==> config.mk <==
export PLATFORM = sky130hd
export DESIGN_NAME = pingpong_buf_ctrl
export DESIGN_NICKNAME = d
export VERILOG_FILES = /design/src/rtl/pingpong_buf_ctrl_pkg.sv /design/src/rtl/pingpong_buf_ctrl_skid.sv /design/src/rtl/pingpong_buf_ctrl.sv
export SDC_FILE = /design/constraint.sdc
export NUM_CORES = 1
export LEC_CHECK = 0
export CAP_MARGIN = 20
export CORE_MARGIN = 2
export CORE_UTILIZATION = 45
export DETAILED_ROUTE_END_ITERATION = 6
export GPL_ROUTABILITY_DRIVEN = 0
export GPL_TIMING_DRIVEN = 1
export PLACE_DENSITY = 0.77
export SYNTH_ARGS = -nofsm -noshare
export SYNTH_HDL_FRONTEND = slang
export SYNTH_HIERARCHICAL = 1
export SYNTH_SLANG_ARGS = --single-unit
==> constraint.sdc <==
create_clock -name CLK -period 4 [get_ports CLK]
set_clock_uncertainty 0.15 [all_clocks]
set_input_delay 0.4 -clock CLK [delete_from_list [all_inputs] [get_ports CLK]]
set_output_delay 0.4 -clock CLK [all_outputs]
set_load 0.1 [all_outputs]
==> src/rtl/pingpong_buf_ctrl_pkg.sv <==
// pingpong_buf_ctrl_pkg: shared widths and FSM encodings for the ping-pong buffer controller
package pingpong_buf_ctrl_pkg;
    localparam int DATA_W = 18;
    typedef enum logic {W_FILL = 1'b0, W_WAIT = 1'b1} wstate_e;
    typedef enum logic {R_IDLE = 1'b0, R_DRAIN = 1'b1} rstate_e;
endpackage

==> src/rtl/pingpong_buf_ctrl_skid.sv <==
// out_skid_buf: 2-entry FIFO of {last, data} that absorbs the RAM read latency
module out_skid_buf
    import pingpong_buf_ctrl_pkg::*;
(
    input  logic            clk,
    input  logic            rst,
    input  logic            push,
    input  logic [DATA_W:0] push_data,
    input  logic            pop,
    output logic [1:0]      count,
    output logic [DATA_W:0] head
);
    logic [DATA_W:0] mem_q [2];
    logic [DATA_W:0] mem_d [2];
    logic            head_q, head_d;
    logic [1:0]      cnt_q, cnt_d;

    // push never meets a full buffer, so the tail slot is head ^ cnt[0]
    always_comb begin
        mem_d = mem_q;
        if (push) mem_d[head_q ^ cnt_q[0]] = push_data;
        head_d = head_q ^ pop;
        cnt_d = cnt_q + {1'b0, push} - {1'b0, pop};
    end

    always_ff @(posedge clk) begin
        if (rst) begin
            mem_q <= '{default: '0};
            head_q <= 1'b0;
            cnt_q <= 2'd0;
        end else begin
            mem_q <= mem_d;
            head_q <= head_d;
            cnt_q <= cnt_d;
        end
    end

    assign count = cnt_q;
    assign head = mem_q[head_q];
endmodule

==> src/rtl/pingpong_buf_ctrl.sv <==
// pingpong_buf_ctrl: fills one RAM bank from an input stream while draining the other to an output stream
module pingpong_buf_ctrl
    import pingpong_buf_ctrl_pkg::*;
#(
    parameter int addr_size = 10
) (
    input  logic                 CLK,
    input  logic                 RST,
    input  logic                 in_valid,
    output logic                 in_ready,
    input  logic [DATA_W-1:0]    in_data,
    output logic                 out_valid,
    input  logic                 out_ready,
    output logic [DATA_W-1:0]    out_data,
    output logic                 out_last,
    output logic                 ram_WE,
    output logic                 ram_switch,
    output logic [addr_size-1:0] ram_writeAddr,
    output logic [DATA_W-1:0]    ram_writeData,
    output logic [addr_size-1:0] ram_readAddr,
    input  logic [DATA_W-1:0]    ram_readData
);
    wstate_e              wstate_q, wstate_d;
    rstate_e              rstate_q, rstate_d;
    logic [addr_size-1:0] wcnt_q, wcnt_d, rcnt_q, rcnt_d;
    logic                 sw_q, sw_d, inflight_q, inflight_d, inflast_q, inflast_d;
    logic                 accept, pop, swap, issue;
    logic [1:0]           skid_count;
    logic [DATA_W:0]      skid_head;
    logic [2:0]           occ;

    always_ff @(posedge CLK) begin
        if (RST) begin
            wstate_q <= W_FILL;
            rstate_q <= R_IDLE;
            wcnt_q <= '0;
            rcnt_q <= '0;
            sw_q <= 1'b0;
            inflight_q <= 1'b0;
            inflast_q <= 1'b0;
        end else begin
            wstate_q <= wstate_d;
            rstate_q <= rstate_d;
            wcnt_q <= wcnt_d;
            rcnt_q <= rcnt_d;
            sw_q <= sw_d;
            inflight_q <= inflight_d;
            inflast_q <= inflast_d;
        end
    end

    // a read may issue only if the skid can still hold its data after this edge's pop
    always_comb begin
        accept = in_valid & in_ready;
        pop = out_valid & out_ready;
        swap = (wstate_q == W_WAIT) && (rstate_q == R_IDLE);
        occ = {1'b0, skid_count} + {2'b0, inflight_q} - {2'b0, pop};
        issue = (rstate_q == R_DRAIN) && (occ <= 3'd1);
        wstate_d = swap ? W_FILL : (accept && &wcnt_q) ? W_WAIT : wstate_q;
        rstate_d = swap ? R_DRAIN : (issue && &rcnt_q) ? R_IDLE : rstate_q;
    end

    always_comb begin
        wcnt_d = accept ? wcnt_q + 1'b1 : wcnt_q;
        rcnt_d = swap ? '0 : issue ? rcnt_q + 1'b1 : rcnt_q;
        sw_d = sw_q ^ swap;
        inflight_d = issue;
        inflast_d = issue & (&rcnt_q);
    end

    always_comb begin
        in_ready = (wstate_q == W_FILL) && !RST;
        ram_WE = accept;
        ram_writeAddr = wcnt_q;
        ram_writeData = in_data;
        ram_readAddr = rcnt_q;
        ram_switch = sw_q;
        out_valid = skid_count != 2'd0;
        out_data = skid_head[DATA_W-1:0];
        out_last = skid_head[DATA_W];
    end

    out_skid_buf u_skid (
        .clk      (CLK),
        .rst      (RST),
        .push     (inflight_q),
        .push_data({inflast_q, ram_readData}),
        .pop      (pop),
        .count    (skid_count),
        .head     (skid_head)
    );
endmodule

==> impl_metrics.tcl <==
set metrics [dict create \
    rrSetupSlack_ns 0.81 \
    fin_util 0.560 \
    dp.final_hpwl_um 4060 \
    reg2reg_depth 11 \
    cap_violations 0 \
    drt-initial-drc-count 37 \
    crit_path_end_kind "flip-flop" \
    worstMarginPinSlew_ns 0.980 \
    antenna_found_initial 0 \
    cts_tree "built" \
    grt_pass1_vias 2239 \
    fin_area_mm2 0.00400 \
    min_period_over_period 0.797 \
    syn-mean-instance-area_um2 10.0 \
    drc 0 \
    clock-sinks 66 \
    synth_top_family_by_area "simple AND/OR/NAND/NOR gates" \
    final_net_count 419 \
    period_minus_slack_ns 3.19 \
    synth-edff-count 0 \
    synth_top_area_frac 0.403 \
    setup_viol 0 \
    drive_gt1_frac 0.180 \
    busiest_layer "met2" \
    peakVddDrop_uv 222 \
    path_class "reg2reg" \
    min_path_cells 2 \
    synth_warnings 6 \
    grt_overflow 0 \
    crit_path_max_fanout 7 \
    ys_top_cells_by_area "dfxtp_1, mux2i_1, nand2b_1" \
    use_met2 0.268 \
    postCtsSetupRepairBufs 0 \
    muxShareOfSynthArea 0.187 \
    worst_skew_pair.late_latency_ns 0.32 \
    h-tree-depth 3 \
    power.combinational.fraction 0.153 \
    async_flop_share 0 \
    synth-simple-area-share 0.232 \
    cp.required_ns 4.10 \
    internal-power_mw 1.08 \
    synthesis.nets 374 \
    grt_usage 0.157 \
    die_w_um 89.4 \
    routedWlPerCell_um 12.6 \
    rr_endpoint "ram_readAddr[9]$_SDFFE_PP0P_" \
    worstReg2RegStart "u_skid/count[1]$_SDFF_PP0_" \
    cts_buffer_depth 2 \
    cp-start-kind "flip-flop" \
    die_area_mm2 0.00799 \
    pin_count 101 \
    p_clk_frac 0.381 \
    die_height_um 89.4 \
    yosys-top-cells-count "dfxtp_1, nand2b_1, mux2i_1" \
    tns_ns 0 \
    max-slew-margin-rel 0.344 \
    power_frac_seq 0.466 \
    holdBufCountCts 0 \
    dpl-instance-area_mm2 0.00380 \
    synthCells 327 \
    grt_pass1_wl_um 9710 \
    syn2layout_area_growth_pct 22.0 \
    numCtsBuffers 9 \
    insertedDiodeCount 0 \
    synth-adder-area-share 0.0290 \
    fill_cells 661 \
    synth_compound_area_frac 0.0141 \
    timing_hold_violations_final 0 \
    ys_seq_elements 66 \
    ctsRootBufferMaster "clkbuf_8" \
    hp-class "reg2reg" \
    pwr_density_cell_mw_per_mm2 366 \
    synthFlopType "dfxtp_1" \
    syn_area_mm2 0.00328 \
    grt_max_degree 79 \
    drv_slew 0 \
    ant_nets 0 \
    min_from "u_skid/mem_q[26]$_SDFFE_PP0P_" \
    p_leak_nw 1.63 \
    start_util 0.460 \
    wl_um 5990 \
    firstDrtPassIters 4 \
    yosys.area.top_type "dfxtp_1" \
    rows 31 \
    arrival_ns 3.29 \
    cts_resized 0 \
    rsz0062_at_grt "no" \
    use_met3 0.0342 \
    worstHoldEndpoint "u_skid/mem_q[26]$_SDFFE_PP0P_" \
    core_mm2 0.00714 \
    crit_start "u_skid/count[1]$_SDFF_PP0_" \
    fmax_mhz 314 \
    switching_share 0.265 \
    power_switching_uw 388 \
    synth_most_common_cell "dfxtp_1" \
    num_vias 2275 \
    synth_seq_area_share 0.403 \
    met1_usage 0.190 \
    clkTransAtPathRegs_ns 0.07 \
    synth-xor-area-share 0.0610 \
    synth_cell_type_count 42 \
    portBuffers 64 \
    vias_per_cell 4.78 \
    status "complete, no violations" \
]
-- kinds of logic after synthesis --
logic type / count (synthesis)
buffers and inverters: 40
multiplexers: 59
AO/OA/AOI/OAI: 7
AND/OR/NAND/NOR: 126
adder cells (fa/ha/maj): 7
XOR/XNOR: 22
flip-flops: 66
-- how the worst max path moves through the flow --
| stage | endpoint | slack [ns] | cells after the start |
|---|---|---|---|
| floorplan | ram_readAddr[9]$_SDFFE_PP0P_ | 0.62 | 11 |
| global placement | ram_readAddr[9]$_SDFFE_PP0P_ | 0.77 | 11 |
| detailed placement | ram_readAddr[9]$_SDFFE_PP0P_ | 0.71 | 11 |
| CTS | ram_readAddr[9]$_SDFFE_PP0P_ | 0.76 | 11 |
| global route | ram_readAddr[9]$_SDFFE_PP0P_ | 0.59 | 11 |
| finish | ram_readAddr[9]$_SDFFE_PP0P_ | 0.81 | 11 |
-- layout by cell type (no fill, tap or decap), types with 5 or more instances in the layout --
master,count
inv_1,8
dfxtp_1,66
mux2i_1,40
clkdlybuf4s50_1,44
ha_1,6
xor2_1,11
nand2b_1,57
nand2_1,8
buf_4,21
nor2_1,26
mux2_2,19
nand3_1,5
xnor2_1,10
clkbuf_8,11
-- power groups by stage --
stage	logic (mW)	clock network [mW]	registers [mW]
after floorplan	0.243	0	0.707
after global placement	0.221	0	0.698
after detailed placement	0.224	0	0.699
after CTS	0.227	0.579	0.684
after global routing	0.243	0.604	0.685
final	0.223	0.558	0.683
-- through the flow --
stage               cells  power (mW)  setup slack, ns  hold slack, ns
detailed placement    460       0.923            0.714           0.315
global placement      460       0.919            0.765           0.306
CTS                   476        1.49            0.758           0.325
finish                476        1.46            0.813           0.322
floorplan             327       0.949            0.624           0.295
global route          476        1.53            0.588           0.342
-- layout make-up --
class | instances | area [um^2] | share of cell area
Clock buffer | 11 | 151 | 0.0378
Multi-Input combinational cell | 221 | 1720 | 0.429
Tap cell | 99 | 124 | 0.0310
Timing Repair Buffer | 66 | 603 | 0.151
Sequential cell | 66 | 1320 | 0.330
Clock inverter | 5 | 52.6 | 0.0131
Inverter | 8 | 30.0 | 0.00751
-- registers in the layout, summed over array words and instances, names as in the netlist --
| name | cells |
|---|---|
| ram_writeAddr | 10 |
| ram_switch | 1 |
| u_skid/mem_q | 38 |
| inflast_q | 1 |
| u_skid/head_q | 1 |
| wstate_q | 1 |
| inflight_q | 1 |
| u_skid/count | 2 |
| ram_readAddr | 10 |
| rstate_q | 1 |
-- worst max-delay path, stage by stage (launching register included) --
cell	delay (ns)
dfxtp_1	0.38
or2_2	0.30
and2_1	0.20
ha_1	0.30
inv_1	0.06
ha_1	0.13
inv_1	0.05
fa_1	0.54
and3_1	0.22
nand4_4	0.15
or4_1	0.49
a21oi_1	0.16
-- routing by layer --
layer	vias to the layer above	share of wire	wire, um
met5	-	0	0
met4	0	0.017	99
met3	13	0.046	276
met2	60	0.48	2850
met1	1044	0.46	2770
li1	1158	-	-
(Power assumes the default switching activity.)
